<file path="config.mk">
export PLATFORM = sky130hd
export DESIGN_NAME = spi_config_regs_flat
export DESIGN_NICKNAME = d
export VERILOG_FILES = /design/src/rtl/spi_config_regs_if.sv /design/src/rtl/spi_config_regs.sv /design/src/flat_wrapper.sv
export SDC_FILE = /design/constraint.sdc
export NUM_CORES = 1
export LEC_CHECK = 0
export CAP_MARGIN = 20
export CELL_PAD_IN_SITES_DETAIL_PLACEMENT = 1
export CELL_PAD_IN_SITES_GLOBAL_PLACEMENT = 1
export CORE_UTILIZATION = 25
export CTS_CLUSTER_SIZE = 25
export DETAILED_ROUTE_END_ITERATION = 7
export GPL_TIMING_DRIVEN = 0
export PLACE_DENSITY_LB_ADDON = 0.1
export SLEW_MARGIN = 20
export SYNTH_ARGS = -nofsm -noshare
export SYNTH_HDL_FRONTEND = slang
export SYNTH_SLANG_ARGS = --single-unit
</file>
<file path="constraint.sdc">
create_clock -name clk -period 4.46 [get_ports clk]
set_input_delay 0.892 -clock clk [delete_from_list [all_inputs] [get_ports clk]]
set_output_delay 0.892 -clock clk [all_outputs]
set_load 0.05 [all_outputs]
</file>
<file path="src/rtl/spi_config_regs_if.sv">
// SPI slave pin bundle (sclk, copi, ncs) seen by the configuration front end.
// Latency: none, plain wires.
// Backpressure: none; the SPI master owns all three pins and copi is never driven back.
// Ports: master modport drives sclk/copi/ncs, slave modport samples them.
interface spi_config_regs_if;
    logic sclk;
    logic copi;
    logic ncs;

    modport master (
        output sclk,
        output copi,
        output ncs
    );

    modport slave (
        input sclk,
        input copi,
        input ncs
    );
endinterface

</file>
<file path="src/rtl/spi_config_regs.sv">
// SPI-slave write-only front end committing 16-bit frames into five 8-bit PWM config registers.
// Latency: a register updates SYNC_STAGES+1 clk edges after the ncs rising edge is first captured.
// Backpressure: none; frames are accepted at wire speed, and malformed, read or out-of-range frames are dropped.
// Ports: clk/rst_n (async active-low); spi = slave pins {sclk, copi, ncs};
//        en_reg_out_7_0 (0x00), en_reg_out_15_8 (0x01), en_reg_pwm_7_0 (0x02),
//        en_reg_pwm_15_8 (0x03), pwm_duty_cycle (0x04), all registered.
module spi_config_regs #(
    parameter int         SYNC_STAGES = 2,
    parameter logic [6:0] MAX_ADDR    = 7'h04
) (
    input  logic                clk,
    input  logic                rst_n,
    spi_config_regs_if.slave    spi,
    output logic [7:0]          en_reg_out_7_0,
    output logic [7:0]          en_reg_out_15_8,
    output logic [7:0]          en_reg_pwm_7_0,
    output logic [7:0]          en_reg_pwm_15_8,
    output logic [7:0]          pwm_duty_cycle
);

    localparam logic [4:0] CNT_FULL = 5'd16;
    // One past a full frame: sticks here so an overlong frame stays rejectable.
    localparam logic [4:0] CNT_SAT  = 5'd17;

    typedef enum logic [1:0] {
        WAIT_IDLE,
        IDLE,
        SHIFT,
        COMMIT
    } state_t;

    // ------------------------------------------------------------------
    // Input synchronisers and edge-detect history
    // ------------------------------------------------------------------
    logic [SYNC_STAGES-1:0] sclk_sync_q;
    logic [SYNC_STAGES-1:0] copi_sync_q;
    logic [SYNC_STAGES-1:0] ncs_sync_q;
    logic                   sclk_hist_q;
    logic                   ncs_hist_q;

    logic sclk_s;
    logic copi_s;
    logic ncs_s;
    logic sclk_rise;
    logic ncs_rise;

    // The ncs chain resets to 0 (selected) so that a master still holding
    // ncs low across reset release is not mistaken for an idle bus; the FSM
    // then waits for a genuine high before accepting a new frame.
    always_ff @(posedge clk or negedge rst_n) begin
        if (!rst_n) begin
            sclk_sync_q <= '0;
            copi_sync_q <= '0;
            ncs_sync_q  <= '0;
            sclk_hist_q <= 1'b0;
            ncs_hist_q  <= 1'b0;
        end else begin
            sclk_sync_q <= {sclk_sync_q[SYNC_STAGES-2:0], spi.sclk};
            copi_sync_q <= {copi_sync_q[SYNC_STAGES-2:0], spi.copi};
            ncs_sync_q  <= {ncs_sync_q[SYNC_STAGES-2:0], spi.ncs};
            sclk_hist_q <= sclk_s;
            ncs_hist_q  <= ncs_s;
        end
    end

    assign sclk_s    = sclk_sync_q[SYNC_STAGES-1];
    assign copi_s    = copi_sync_q[SYNC_STAGES-1];
    assign ncs_s     = ncs_sync_q[SYNC_STAGES-1];
    assign sclk_rise = sclk_s & ~sclk_hist_q;
    assign ncs_rise  = ncs_s & ~ncs_hist_q;

    // ------------------------------------------------------------------
    // Frame FSM and datapath
    // ------------------------------------------------------------------
    state_t      state_q, state_d;
    logic [15:0] shift_q, shift_d;
    logic [4:0]  cnt_q, cnt_d;
    logic [7:0]  regs_q [5];
    logic [7:0]  regs_d [5];
    logic        wr_en;

    always_ff @(posedge clk or negedge rst_n) begin
        if (!rst_n) begin
            state_q <= WAIT_IDLE;
            shift_q <= '0;
            cnt_q   <= '0;
            for (int i = 0; i < 5; i++) begin
                regs_q[i] <= 8'h00;
            end
        end else begin
            state_q <= state_d;
            shift_q <= shift_d;
            cnt_q   <= cnt_d;
            for (int i = 0; i < 5; i++) begin
                regs_q[i] <= regs_d[i];
            end
        end
    end

    always_comb begin
        state_d = state_q;
        shift_d = shift_q;
        cnt_d   = cnt_q;
        wr_en   = 1'b0;
        for (int i = 0; i < 5; i++) begin
            regs_d[i] = regs_q[i];
        end

        case (state_q)
            // Drop whatever frame was in flight when reset released.
            WAIT_IDLE: begin
                if (ncs_s) begin
                    state_d = IDLE;
                end
            end

            // IDLE is only reached with ncs high, except when a new frame
            // started during the COMMIT cycle; testing the level rather than
            // the one-cycle fall pulse catches that case too.
            IDLE: begin
                if (!ncs_s) begin
                    shift_d = '0;
                    cnt_d   = '0;
                    state_d = SHIFT;
                end
            end

            SHIFT: begin
                // Gating with ncs_s keeps a late sclk edge that coincides
                // with deselection out of the frame.
                if (sclk_rise && !ncs_s) begin
                    shift_d = {shift_q[14:0], copi_s};
                    if (cnt_q != CNT_SAT) begin
                        cnt_d = cnt_q + 5'd1;
                    end
                end
                if (ncs_rise) begin
                    state_d = COMMIT;
                end
            end

            COMMIT: begin
                wr_en   = (cnt_q == CNT_FULL) && shift_q[15] && (shift_q[14:8] <= MAX_ADDR);
                state_d = IDLE;
            end

            default: begin
                state_d = WAIT_IDLE;
            end
        endcase

        // Addresses accepted by MAX_ADDR but without a backing register are
        // ignored.
        if (wr_en) begin
            case (shift_q[14:8])
                7'h00:   regs_d[0] = shift_q[7:0];
                7'h01:   regs_d[1] = shift_q[7:0];
                7'h02:   regs_d[2] = shift_q[7:0];
                7'h03:   regs_d[3] = shift_q[7:0];
                7'h04:   regs_d[4] = shift_q[7:0];
                default: ;
            endcase
        end
    end

    assign en_reg_out_7_0  = regs_q[0];
    assign en_reg_out_15_8 = regs_q[1];
    assign en_reg_pwm_7_0  = regs_q[2];
    assign en_reg_pwm_15_8 = regs_q[3];
    assign pwm_duty_cycle  = regs_q[4];

endmodule
</file>
<file path="src/flat_wrapper.sv">
// flat-port wrapper written by rule: the top's interface ports become plain ports
module spi_config_regs_flat 
#(
    parameter int         SYNC_STAGES = 2,
    parameter logic [6:0] MAX_ADDR    = 7'h04
)
  (clk, rst_n, en_reg_out_7_0, en_reg_out_15_8, en_reg_pwm_7_0, en_reg_pwm_15_8, pwm_duty_cycle, spi_sclk, spi_copi, spi_ncs);
  spi_config_regs_if spi_i ();
  input  logic clk;
  input  logic rst_n;
  output logic [7:0] en_reg_out_7_0;
  output logic [7:0] en_reg_out_15_8;
  output logic [7:0] en_reg_pwm_7_0;
  output logic [7:0] en_reg_pwm_15_8;
  output logic [7:0] pwm_duty_cycle;
  input wire logic [$bits(spi_i.sclk)-1:0] spi_sclk;
  input wire logic [$bits(spi_i.copi)-1:0] spi_copi;
  input wire logic [$bits(spi_i.ncs)-1:0] spi_ncs;
  assign spi_i.sclk = spi_sclk;
  assign spi_i.copi = spi_copi;
  assign spi_i.ncs = spi_ncs;
  spi_config_regs #(.SYNC_STAGES(SYNC_STAGES), .MAX_ADDR(MAX_ADDR)) u_core (.clk(clk), .rst_n(rst_n), .spi(spi_i), .en_reg_out_7_0(en_reg_out_7_0), .en_reg_out_15_8(en_reg_out_15_8), .en_reg_pwm_7_0(en_reg_pwm_7_0), .en_reg_pwm_15_8(en_reg_pwm_15_8), .pwm_duty_cycle(pwm_duty_cycle));
endmodule
</file>
==> Yosys cells after proc, flatten, opt, wreduce, memory -nomap -nowiden <==
Cells that the tools add are included.
{ "op_classes": {"eq_ne": 14, "add_sub_neg": 1, "bitwise": 4, "mux": 12, "order_cmp": 1, "n_reduce_logical": 15} }
{ "op_table": {"columns": ["cell", "count"], "rows": [
  ["16-bit 2-to-1 mux", 2],
  ["16-bit one-hot mux with 2 select lines", 1],
  ["5-bit 2-to-1 mux", 3],
  ["7-bit by 2-bit == test with 1-bit output, second input constant", 2],
  ["5-bit one-hot mux with 2 select lines", 1],
  ["2-bit AND reduction", 5],
  ["2-bit by 1-bit inequality test with 1-bit output, second input constant", 4],
  ["2-bit one-hot mux with 4 select lines", 1],
  ["7-bit by 1-bit == test with 1-bit output, second input constant", 1],
  ["7-bit by 3-bit == test with 1-bit output, second input constant", 1],
  ["7-bit by 3-bit <= comparator with 1-bit output, second input constant", 1],
  ["7-bit zero test", 1],
  ["2-bit 2-to-1 mux", 3],
  ["3-bit AND reduction", 2],
  ["5-bit by 1-bit adder with 5-bit output, second input constant", 1],
  ["5-bit == test, second input constant", 1],
  ["5-bit inequality test, second input constant", 1],
  ["2-bit == test, second input constant", 2],
  ["4-bit AND reduction", 1],
  ["1-bit logical AND", 3],
  ["1-bit bitwise AND", 2],
  ["2-bit by 1-bit == test with 1-bit output, second input constant", 1],
  ["2-bit zero test", 1],
  ["2-bit inequality test, second input constant", 1],
  ["4 further kinds", 5]
]} }
{ "totals": {"out_inout_bits": 40, "wordCells": 60, "in_bits": 5, "ff_bits": 71} }

==> Longest topological paths before layout <==
Gate-level depths: netlist (run 1).
{ "logic_depth": {"ltp_word": 5, "mapped_depth": 8, "mapped_depth_nobuf": 6} }

==> Least setup slack after synthesis (run 1) <==
OpenSTA, ideal clock, no wires.
{ "synth_path": {"path_kind": "flip-flop to flip-flop", "startpoint": "register u_core.state_q[0]", "endpoint": "register u_core.cnt_q[3]", "arrival_ns": 1.592, "stages_incl_launch_ff": 8, "n_path_buf": 1, "path_slack_ns": 2.799, "period_less_slack_ns": 1.661, "required_time_ns": 4.391, "cell_sequence": "dfrtp_1 inv_1 ha_1 buf_2 a21oi_1 o21ai_1 or4b_1 nand3_1"} }
{ "synth_via": {"elab_chain_cells": 3, "word_cells_on_any_way": 8} }
{ "synth_lines": {"columns": ["item", "line", "source"], "rows": [
  ["start, declared", "spi_config_regs.sv:75", "state_t state_q, state_d;"],
  ["start signal, assigned", "spi_config_regs.sv:91", "state_q <= state_d;"],
  ["2-bit == test / 2-bit by 1-bit == test with 1-bit output (equally long branches)", "spi_config_regs.sv:109", "case (state_q)"],
  ["2-bit by 1-bit inequality test with 1-bit output (no source line), or another cell as far along", null, null],
  ["4-bit AND reduction (no source line)", null, null],
  ["end signal, assigned", "spi_config_regs.sv:93", "cnt_q <= cnt_d;"],
  ["end, declared", "spi_config_regs.sv:77", "logic [4:0] cnt_q, cnt_d;"]
]} }
Several ways; a longest one is shown, not always the timed one.
A chain may end at the register's enable or synchronous reset.

==> Worst setup path after layout (run 1) <==
{ "layout_path": {"startpoint": "register u_core.regs_q, in the netlist u_core.en_reg_out_15_8[1]", "endpoint": "output port en_reg_out_15_8[1]"} }
{ "layout_rtl": {"columns": ["item", "line", "source"], "rows": [
  ["start, declared", "spi_config_regs.sv:78", "logic [7:0] regs_q [5];"],
  ["start signal, assigned by index", "spi_config_regs.sv:95", "regs_q[i] <= regs_d[i];"],
  ["end, declared", "flat_wrapper.sv:12", "output logic [7:0] en_reg_out_15_8;"]
]} }
No word-level cell between the ends.

==> results.md, run 1 <==
* Outcome: completed
* Clock buffer depth at 2
* Synth Area in XOR/XNOR at 0%
* Ys async rst share at 100.0%
* Comb pwr share at ~18%
* Post-synth EDFFs at 0
* Drt wl/cell at 15.87 µm
* Worst IR drop on VDD at 234.2 µV
* Pre-CTS setup slack at between 2000 and 2500 ps
* Max_cap viols at 0
* DP Area at 0.003551 mm²
* Fmax at 0.4186 GHz
* Largest net degree at the start of global routing at ~50
* Reg power frac at a little under two fifths
* Global route overflow at 0
* Final hold vios at 0
* Drt via density at 4.529
* Clock latency at the later pin of the worst-skew pair at roughly 330 ps
* Mapped cell area at 0.002907 mm²
* Clock power share at 44.2%
* Layout cell share with drive strength beyond 1 at 23.78%
* CP Cell Sequence: clkdlybuf4s50_1
* CTS tree: built
* Die Ht at 109.8 µm
* Worst slew margin at ~64%
* Post-CTS setup buffers at 0
* Final setup violation count at 0
* Compound-Gate Fraction of Synth Area at 4.305%
* Synth Area in Adders at under 10%
* Vias in the first global route at ~2100
* Int Pwr at 0.001292 W
* Fillers at 1255
* Least-Margin Pin Slew at 539.4 ps
* Sw power at 0.0005405 W
* Post-synthesis mux area share at roughly 17%
* Initial antenna violation count at 0
* Yosys reg bits at between 70 and 80
* Critical Path Source Type: register
* # diodes at 0
* Power Dens Cells at 470.7 mW/mm²
* Port Buffers at between 40 and 50
* Simple-gate share of the synthesized area at 12.74%
* Slowest cell on crit path: clkdlybuf4s50_1
* Net Sw Frac at 29.49%
* Crit path buf inv count at 1
* Post-route cell area at 0.003894 mm²
* CP arrival at 1500 ps
* Clock sink total at 71
* Hold_buf cts at 0
* I/O pin total at 45
* Biggest cell delay along the critical path at 820 ps
* HPWL after detailed placement at 4.462 mm
* Primary FF master, synth: dfrtp_1
* WL final at 6.810 mm
* Max Slew Vio Count at 0
* Final Cycle Share at 53.57%
* Final net count at roughly 300
* Share of the yosys chip area belonging to registers at 61.13%
* Synthesized area per cell at 12.92 µm²
* Yosys warning count at 0
* Die width at 109.8 µm
* Core ar. at about 0.011 mm²
* Post-Syn Nets at 238
* Setup ws final at a little over 2000 ps
* Clock-pin slew on the worst setup and hold paths at around 60 ps
* Die ar. at around 0.012 mm²
* Post-CTS sizing at 0
* Global placement routability congestion at roughly 0.70
* WHS at 347.5 ps
* Placed cells at about 410
* Starting DRC count in detailed routing at 65
* Mapped Cells at approximately 230
* Cell family with most CP delay: buffers and inverters
* Clk_skew at 6.164 ps
* P&R area growth vs syn at 33.96%
* Commonest non-fill, non-tap cell in the layout: dfrtp_1
* RSZ-0062 raised after global routing: false
* Final Non-Filler Cells at 429
* Post-route DRC at 0
* Critical path data required time at 3570 ps
* Top fanout value on the critical path at 2
* Critical path class: reg -> out
* Drt pass-1 iters at 5
* Element type at the critical path end: output pin
* Total design power at between 0.0015 and 0.002 W
* GRT Util Overall at around 13%
* Largest family of logic cells by synthesized area: multiplexers
* Rows at 39
* Cts bufs inserted at 9
* Count of cell types in the netlist at 27
* Most frequent cells in the layout: 71 x dfrtp_1, 43 x clkdlybuf4s50_1, 42 x mux2_2
* Leakage at 1.792 nW
* Hold crit path type: reg -> reg
* First-pass GRT wire length at 11.19 mm
* Number of H-tree levels at 3
* Final period demand of the worst path at 2389 ps
* Initial Util at about a quarter
* CTS root buf: clkbuf_16
* Routed vias at 1943
* DRT antenna net count at 0
-- sequential cells by signal, summed over array words and instances, names as in the netlist --
| name | cells |
|---|---|
| u_core.shift_q | 16 |
| u_core.en_reg_out_15_8 | 8 |
| u_core.en_reg_out_7_0 | 8 |
| u_core.en_reg_pwm_15_8 | 8 |
| u_core.en_reg_pwm_7_0 | 8 |
| u_core.pwm_duty_cycle | 8 |
| u_core.cnt_q | 5 |
| u_core.copi_sync_q | 2 |
| u_core.ncs_sync_q | 2 |
| u_core.sclk_sync_q | 2 |
| u_core.state_q | 2 |
| u_core.ncs_hist_q | 1 |
| u_core.sclk_hist_q | 1 |
-- metal layers --
metal / routed length [µm] / GRT usage [%] / up-vias / part of all wire [%]
li1: - / - / 903 / -
met1: 3305 / 16.56 / 1003 / 49
met2: 3155 / 19.60 / 33 / 46
met3: 287 / 5.513 / 4 / 4.2
met4: 61 / 3.429 / 0 / 0.90
met5: 0 / 0 / - / 0
-- synthesized netlist by cell type, drive strengths merged, types with 2 or more instances --
master | instances | area share (%)
nand4 | 6 | 2.4
nor4b | 3 | 0.90
buf | 2 | 0.34
nor2b | 2 | 0.43
ha | 8 | 3.4
clkbuf | 7 | 0.90
nor3b | 2 | 0.90
dfrtp | 71 | 61
nand2 | 38 | 4.9
o21ai | 20 | 3.4
inv | 4 | 0.52
nand3 | 8 | 1.4
or4b | 2 | 0.69
mux2 | 42 | 16
-- power groups by stage --
stage	clock network (W)	registers, W	logic [W]
finish	0.000809	0.000699	0.000324
CTS	0.000836	0.000701	0.000340
detailed placement	0	0.000712	0.000339
global placement	0	0.000712	0.000334
global route	0.000860	0.000706	0.000379
floorplan	0	0.000701	0.000210
-- area by class of cell --
| class | count | area (µm²) | area share [%] |
|---|---|---|---|
| Timing Repair Buffer | 45 | 465.4 | 11.95 |
| Clock inverter | 4 | 76.32 | 1.960 |
| Multi-Input combinational cell | 141 | 1079 | 27.70 |
| Buffer | 9 | 36.28 | 0.9319 |
| Clock buffer | 12 | 266.5 | 6.844 |
| Inverter | 4 | 15.01 | 0.3856 |
| Sequential cell | 71 | 1777 | 45.63 |
| Tap cell | 143 | 178.9 | 4.595 |
-- cells by family after synthesis --
family | count (synthesis)
flip-flops | 71
AND/OR/NAND/NOR | 66
multiplexers | 43
AO/OA/AOI/OAI | 24
buffers and inverters | 13
adder cells (fa/ha/maj) | 8
-- path summary, 6_finish.rpt --
kind | slack (ps) | startpoint | end | depth (start not counted)
setup / recovery | 2070 | u_core.en_reg_out_15_8[1]$_DFFE_PN0P_ | en_reg_out_15_8[1] | 1
hold / removal | 350 | u_core.copi_sync_q[0]$_DFF_PN0_ | u_core.copi_sync_q[1]$_DFF_PN0_ | 0
setup reg to reg | 2370 | u_core.state_q[0]$_DFFE_PN0P_ | u_core.shift_q[15]$_DFFE_PN0P_ | 7
hold reg to reg | 350 | u_core.copi_sync_q[0]$_DFF_PN0_ | u_core.copi_sync_q[1]$_DFF_PN0_ | 0
max in group asynchronous | 3420 | rst_n | u_core.cnt_q[4]$_DFFE_PN0P_ | 2
min in group asynchronous | 470 | rst_n | u_core.ncs_hist_q$_DFF_PN0_ | 1
-- per-stage QoR --
step | TNS (ps) | utilization [%]
floorplan | 0 | -
global placement | -18970 | 31.01
detailed placement | 0 | 31.23
CTS | 0 | 34.25
global route | 0 | 34.25
finish | 0 | 34.25
Power figures use the tool's default switching activity.
==> run 2, diff against run 1 <==
==> constraint.sdc (replaced) <==
create_clock -name clk -period 2.3 [get_ports clk]
set_input_delay 0.46 -clock clk [delete_from_list [all_inputs] [get_ports clk]]
set_output_delay 0.46 -clock clk [all_outputs]
set_load 0.05 [all_outputs]
==> run 2 against run 1 <==
Critical path depth is 5 higher. Die area is the same. Non-clock buffer count stayed put. Sequential power grew 95%. Via count is 0.21% higher. Total power rose by 95%. Wire length grew 0.21%. First-iteration DRC count grew 22%.
==> results.md, run 2 (synthesis gave the netlist of run 1 again) <==
* Outcome: completed
* Worst R2R Setup Slack at 240 ps
* Max Slew Vio Count at 0
* Final period demand of the worst path at 2062 ps
* Core ar. at 0.01137 mm²
* Post-route DRC at 0
* CP Cell Sequence: inv_1 -> ha_1 -> nor4bb_1 -> buf_2 -> nand4_2 -> mux2_2
* Most frequent cells in the layout: 71 x dfrtp_1, 43 x clkdlybuf4s50_1, 42 x mux2_2
* Commonest non-fill, non-tap cell in the layout: dfrtp_1
* Rows at 39
* Crit. Startpoint: u_core.cnt_q[0]$_DFFE_PN0P_
* Clock sink total at about 70
* Drt via density at 4.538
* Largest register FFs at 16
* Final Non-Filler Cells at 429
* Power Dens Cells at 914.3 mW/mm²
* I/O pin total at 45
* CTS root buf: clkbuf_16
* Cts bufs inserted at 9
* Biggest cell delay along the critical path at 450 ps
* Clock power share at 43.9%
* Element type at the critical path end: register
* Fmax at roughly 0.48 GHz
* Global route overflow at 0
* Final hold vios at 0
* Reg power frac at 38.0%
* # diodes at 0
* Critical path data required time at 2510 ps
* GRT Util Overall at 12.84%
* Clock latency at the later pin of the worst-skew pair at roughly 330 ps
* HPWL after detailed placement at 4.462 mm
* Int Pwr at 0.002519 W
* Number of H-tree levels at 3
* Drt pass-1 iters at 6
* Initial antenna violation count at 0
* Layout cell share with drive strength beyond 1 at ~25%
* CTS tree: built
* Hold_buf cts at 0
* Setup ws final at 237.5 ps
* Final setup violation count at 0
* Top reg by flops: u_core.shift_q
* Hold crit path type: in -> async
* Placed cells at 413
* P&R area growth vs syn at 34.40%
* Top fanout value on the critical path at 8
* Leakage at roughly 1.8 nW
* First-pass GRT wire length at 11.19 mm
* Max_cap viols at 0
* CP arrival at between 2000 and 2500 ps
* Slowest cell on crit path: dfrtp_1
* Net Sw Frac at 29.47%
* Critical path class: reg -> reg
* Die width at 109.8 µm
* Final net count at 294
* Starting DRC count in detailed routing at just under 80
* Clk_skew at 6.146 ps
* Clock-pin slew on the worst setup and hold paths at approximately 60 ps
* Vias in the first global route at 2113
* RSZ-0062 raised after global routing: false
* Die ar. at 0.01206 mm²
* TNS Setup at 0 ps
* Worst IR drop on VDD at 453.8 µV
* Comb pwr share at 18.1%
* Initial Util at about a quarter
* Critical Path Source Type: register
* Clock buffer depth at 2
* Port Buffers at 44
* Drt wl/cell at 15.91 µm
* Pre-CTS setup slack at approximately 160 ps
* Largest net degree at the start of global routing at 49
* Die Ht at 109.8 µm
* Sw power at 0.001053 W
* Worst r2r src: u_core.cnt_q[0]$_DFFE_PN0P_
* Worst slew margin at 64.43%
* Global placement routability congestion at 0.6955
* Routed vias at just under 2000
* WL final at 6.824 mm
* Least-Margin Pin Slew at 533.6 ps
* Final Cycle Share at 89.67%
* DRT antenna net count at 0
## run 2: power groups by stage
stage / Sequential [W] / Clock [W] / Combinational, W
2_1_floorplan: 0.00136 / 0 / 0.000408
3_3_place_gp: 0.00138 / 0 / 0.000647
3_5_place_dp: 0.00138 / 0 / 0.000657
4_1_cts: 0.00136 / 0.00162 / 0.000659
5_1_grt: 0.00137 / 0.00167 / 0.000749
6_report: 0.00136 / 0.00157 / 0.000646
## run 2: what timing repair did
action / CTS / global route
buffers inserted: 0 / 0
endpoints found under the setup margin: 0 / 8
endpoints found under the hold margin: 0 / 0
resized for setup: 0 / 7
## run 2: critical path, delay by kind of cell, from the launching register on
kind	cells	cell delay [ps]
buf+inv	2	350
mux	1	420
simple gates	2	580
fa+ha+maj	1	150
flops	1	450
## run 2: metal layers
metal | share of wire (%) | vias to the layer above | GRT usage (%)
met5 | 0 | - | 0
met4 | 0.89 | 0 | 3.429
li1 | - | 903 | -
met1 | 49 | 1007 | 16.56
met2 | 46 | 33 | 19.60
met3 | 4.2 | 4 | 5.513
## run 2: path summary, 6_finish.rpt
kind,endpoint,cells after the start
worst max-delay path,u_core.pwm_duty_cycle[4]$_DFFE_PN0P_,6
worst min-delay path,u_core.ncs_hist_q$_DFF_PN0_,1
worst max register to register,u_core.pwm_duty_cycle[4]$_DFFE_PN0P_,6
worst min register to register,u_core.sclk_sync_q[1]$_DFF_PN0_,0
max in group asynchronous,u_core.cnt_q[4]$_DFFE_PN0P_,2
min in group clk,u_core.sclk_sync_q[1]$_DFF_PN0_,0
## run 2: final cells by class
cell class | count | area [µm²]
Timing Repair Buffer | 45 | 465.4
Multi-Input combinational cell | 141 | 1087
Sequential cell | 71 | 1777
Inverter | 4 | 15.01
Buffer | 9 | 40.04
Clock inverter | 4 | 76.32
Clock buffer | 12 | 266.5
Fill cell | 1253 | 7463
Tap cell | 143 | 178.9
## run 2: metrics by stage
step	hold WS, ps	utilization [%]	total power (W)	area [µm²]
floorplan	164.4	-	0.001767	2907
global placement	332.7	31.01	0.002027	3526
global route	56.71	34.36	0.003786	3906
detailed placement	337.0	31.23	0.002037	3551
finish	42.92	34.36	0.003572	3906
CTS	41.07	34.25	0.003640	3894
==> run 3, diff against run 2 <==
--- a/config.mk
+++ b/config.mk
@@ -5,9 +5,11 @@
 export SDC_FILE = /design/constraint.sdc
 export NUM_CORES = 1
 export LEC_CHECK = 0
+export ABC_AREA = 1
 export CAP_MARGIN = 20
 export CELL_PAD_IN_SITES_DETAIL_PLACEMENT = 1
 export CELL_PAD_IN_SITES_GLOBAL_PLACEMENT = 1
+export CORE_MARGIN = 2
 export CORE_UTILIZATION = 25
 export CTS_CLUSTER_SIZE = 25
 export DETAILED_ROUTE_END_ITERATION = 7
==> constraint.sdc (replaced) <==
create_clock -name clk -period 1.75 [get_ports clk]
set_input_delay 0.35 -clock clk [delete_from_list [all_inputs] [get_ports clk]]
set_output_delay 0.35 -clock clk [all_outputs]
set_load 0.05 [all_outputs]
==> run 3 against run 2 <==
First-iteration DRC count decreased by 2.5%. Largest power group is now registers. Combinational power up 59%. Total power is 29% higher. Non-clock buffer count grew 11. Via count increased by 36%. Flip-flop and latch count unchanged. Setup slack lost 120 ps. Critical endpoint is now u_core.cnt_q[2]$_DFFE_PN0P_. Final cell count increased by 42%.
==> results.md, run 3 <==
* Outcome: completed
* Synthesized area per cell at 9.172 µm²
* Commonest cells in the netlist: 111 x nand2_1, 71 x dfrtp_1, 49 x inv_1
* CP Cell Sequence: inv_1 -> ha_1 -> clkbuf_4 -> nand2_1 -> nand2_2 -> buf_4 -> o21ai_0 -> nand2_1
* Vias in the first global route at 2688
* Starting DRC count in detailed routing at 77
* Fmax at slightly above 0.6 GHz
* Mapped Cells at 363
* Final setup violation count at 0
* Clock-pin slew on the worst setup and hold paths at 60 ps
* Max_cap viols at 0
* CTS tree: built
* Final core occ at 33.32%
* Die ar. at roughly 0.014 mm²
* Share of the yosys chip area belonging to registers at around 53%
* Post-route DRC at 0
* Rows at 42
* Post-synth EDFFs at 0
* Core ar. at between 0.01 and 0.015 mm²
* Number of H-tree levels at 3
* WL final at 8.652 mm
* Clock latency at the later pin of the worst-skew pair at 340 ps
* CP dominant cell by count: nand2_1
* Worst slew margin at 66.71%
* I/O pin total at 45
* Layout cell share with drive strength beyond 1 at 15.70%
* Met1 WL at 4.205 mm
* Yosys warning count at 0
* P&R area growth vs syn at 31.49%
* Leakage at about 2.3 nW
* Drt wl/cell at 14.21 µm
* DRT antenna net count at 0
* Critical path class: reg -> reg
* Initial antenna violation count at 0
* Dominant cell type by area after synthesis: dfrtp_1
* Clk_skew at 9.211 ps
* Met2 WL at 3.916 mm
* Port Buffers at between 40 and 50
* Max Slew Vio Count at 0
* CP arrival at between 1500 and 2000 ps
* Largest register FFs at 16
* TNS Setup at 0 ps
* Met3 WL at 433 µm
* Count of cell types in the netlist at 26
* First-pass GRT wire length at 14.30 mm
* HPWL after detailed placement at 6.105 mm
* Yosys reg bits at 71
* CTS root buf: clkbuf_16
* Final hold vios at 0
* # diodes at 0
* Fillers at about 1600
* Setup ws final at 117.8 ps
* Worst R2R Setup Slack at around 120 ps
* WHS at 347.3 ps
* Final Non-Filler Cells at 609
* Critical Path Source Type: register
* Critical path data required time at 1980 ps
* Die width at ~120 µm
* Slowest cell on crit path: dfrtp_2
* Global route overflow at 0
* Initial Util at between 20% and 30%
* Clock sink total at 71
* Final period demand of the worst path at 1632 ps
* Largest net degree at the start of global routing at 43
* Power Dens Cells at 1049 mW/mm²
* Worst IR drop on VDD at slightly above 600 µV
* Final net count at approximately 440
* GRT Util Overall at 13.17%
* Routed vias at 2644
* Die Ht at 119.4 µm
* Ys async rst share at 100.0%
* Drt pass-1 iters at 4
* Most frequent cells in the layout: 110 x nand2_1, 70 x dfrtp_1, 48 x inv_1
* Hold crit path type: reg -> reg
* Commonest non-fill, non-tap cell in the layout: nand2_1
* Share of Yosys cell area claimed by the top area cell type at 53.36%
* Primary FF master, synth: dfrtp_1
* Global placement routability congestion at around 0.74
* Placed cells at about 580
* Cts bufs inserted at 9
* Top fanout value on the critical path at 9
* Element type at the critical path end: register
* Drt via density at 4.342
* Final Cycle Share at 93.27%
* Post-Syn Nets at 376
* Clock buffer depth at 2
* Highest Signal Layer: met4
* Count leader, synth: nand2_1
* Top reg by flops: u_core.shift_q
* Mapped cell area at 0.003329 mm²
* Ranking of synthesized cells by area: dfrtp_1 53%, nand2_1 13%, nand4_1 8.3%
* Biggest cell delay along the critical path at 410 ps
* Least-Margin Pin Slew at approximately 500 ps
* Pre-CTS setup slack at -211.0 ps
## run 3: changes by cell type after synthesis, moves of 5 or more
cell / delta
nand4_2: -5
nand2_1: +73
o21ai_0: -9
o31ai_1: +14
nor2_1: +9
nand4_1: +43
mux2_2: -42
inv_1: +45
inv_2: +7
## run 3: critical path, delay by kind of cell, from the launching register on
kind | cells | cell delay (ps)
flops | 1 | 410
buf+inv | 3 | 450
fa+ha+maj | 1 | 190
compound gates | 1 | 160
simple gates | 3 | 320
## run 3: final cells by class
| class | count | area (µm²) | area share, % |
|---|---|---|---|
| plain buffers | 11 | 88.84 | 2.029 |
| clock buffers | 10 | 229.0 | 5.230 |
| clock inverters | 5 | 50.05 | 1.143 |
| inverters | 56 | 216.5 | 4.944 |
| multi-input cells | 226 | 1306 | 29.84 |
| flip-flops and latches | 71 | 1778 | 40.61 |
| well taps | 176 | 220.2 | 5.030 |
| repair buffers | 54 | 489.2 | 11.17 |
## run 3: path summary, 6_finish.rpt
kind,startpoint,to,cells after the start
max,u_core.state_q[0]$_DFFE_PN0P_,u_core.cnt_q[2]$_DFFE_PN0P_,8
min,u_core.copi_sync_q[0]$_DFF_PN0_,u_core.copi_sync_q[1]$_DFF_PN0_,0
max reg2reg,u_core.state_q[0]$_DFFE_PN0P_,u_core.cnt_q[2]$_DFFE_PN0P_,8
min reg2reg,u_core.copi_sync_q[0]$_DFF_PN0_,u_core.copi_sync_q[1]$_DFF_PN0_,0
max in group asynchronous,rst_n,u_core.copi_sync_q[1]$_DFF_PN0_,3
min in group asynchronous,rst_n,u_core.pwm_duty_cycle[3]$_DFFE_PN0P_,2
## run 3: per-stage QoR
step,cell area (µm²),power [W]
after floorplan,3329,0.002294
after global placement,3990,0.002604
after detailed placement,4015,0.002622
after CTS,4282,0.004556
after global routing,4378,0.004870
final,4378,0.004594
## run 3: timing repair
| item | in CTS | in global routing |
|---|---|---|
| gates cloned | 0 | 1 |
| hold buffers | 1 | 0 |
| resized for setup | 49 | 19 |
| endpoints found under the hold margin | 29 | 0 |
| setup endpoints to repair | 71 | 33 |
| buffers inserted | 1 | 7 |
| pin swaps | 2 | 5 |
## run 3: kinds of logic (layout without fill, tap and decap cells)
family	Yosys count	in the layout	synth area share (%)
compound gates	25	25	5.149
xor+xnor	2	2	0.5262
fa+ha+maj	8	8	3.007
buf+inv	67	136	8.267
flops	71	71	53.36
simple gates	190	191	29.69
## run 3: report_power, final
group          internal [W]  total, W  switching, W
sequential          0.00171   0.00179     0.0000771
clock               0.00108   0.00178      0.000694
combinational      0.000347   0.00103      0.000679
## run 3: layer usage
layer / track usage [%] / up-vias
li1: - / 1317
met1: 17.09 / 1271
met2: 20.69 / 49
met3: 4.933 / 7
met4: 3.529 / 0
met5: 0 / -
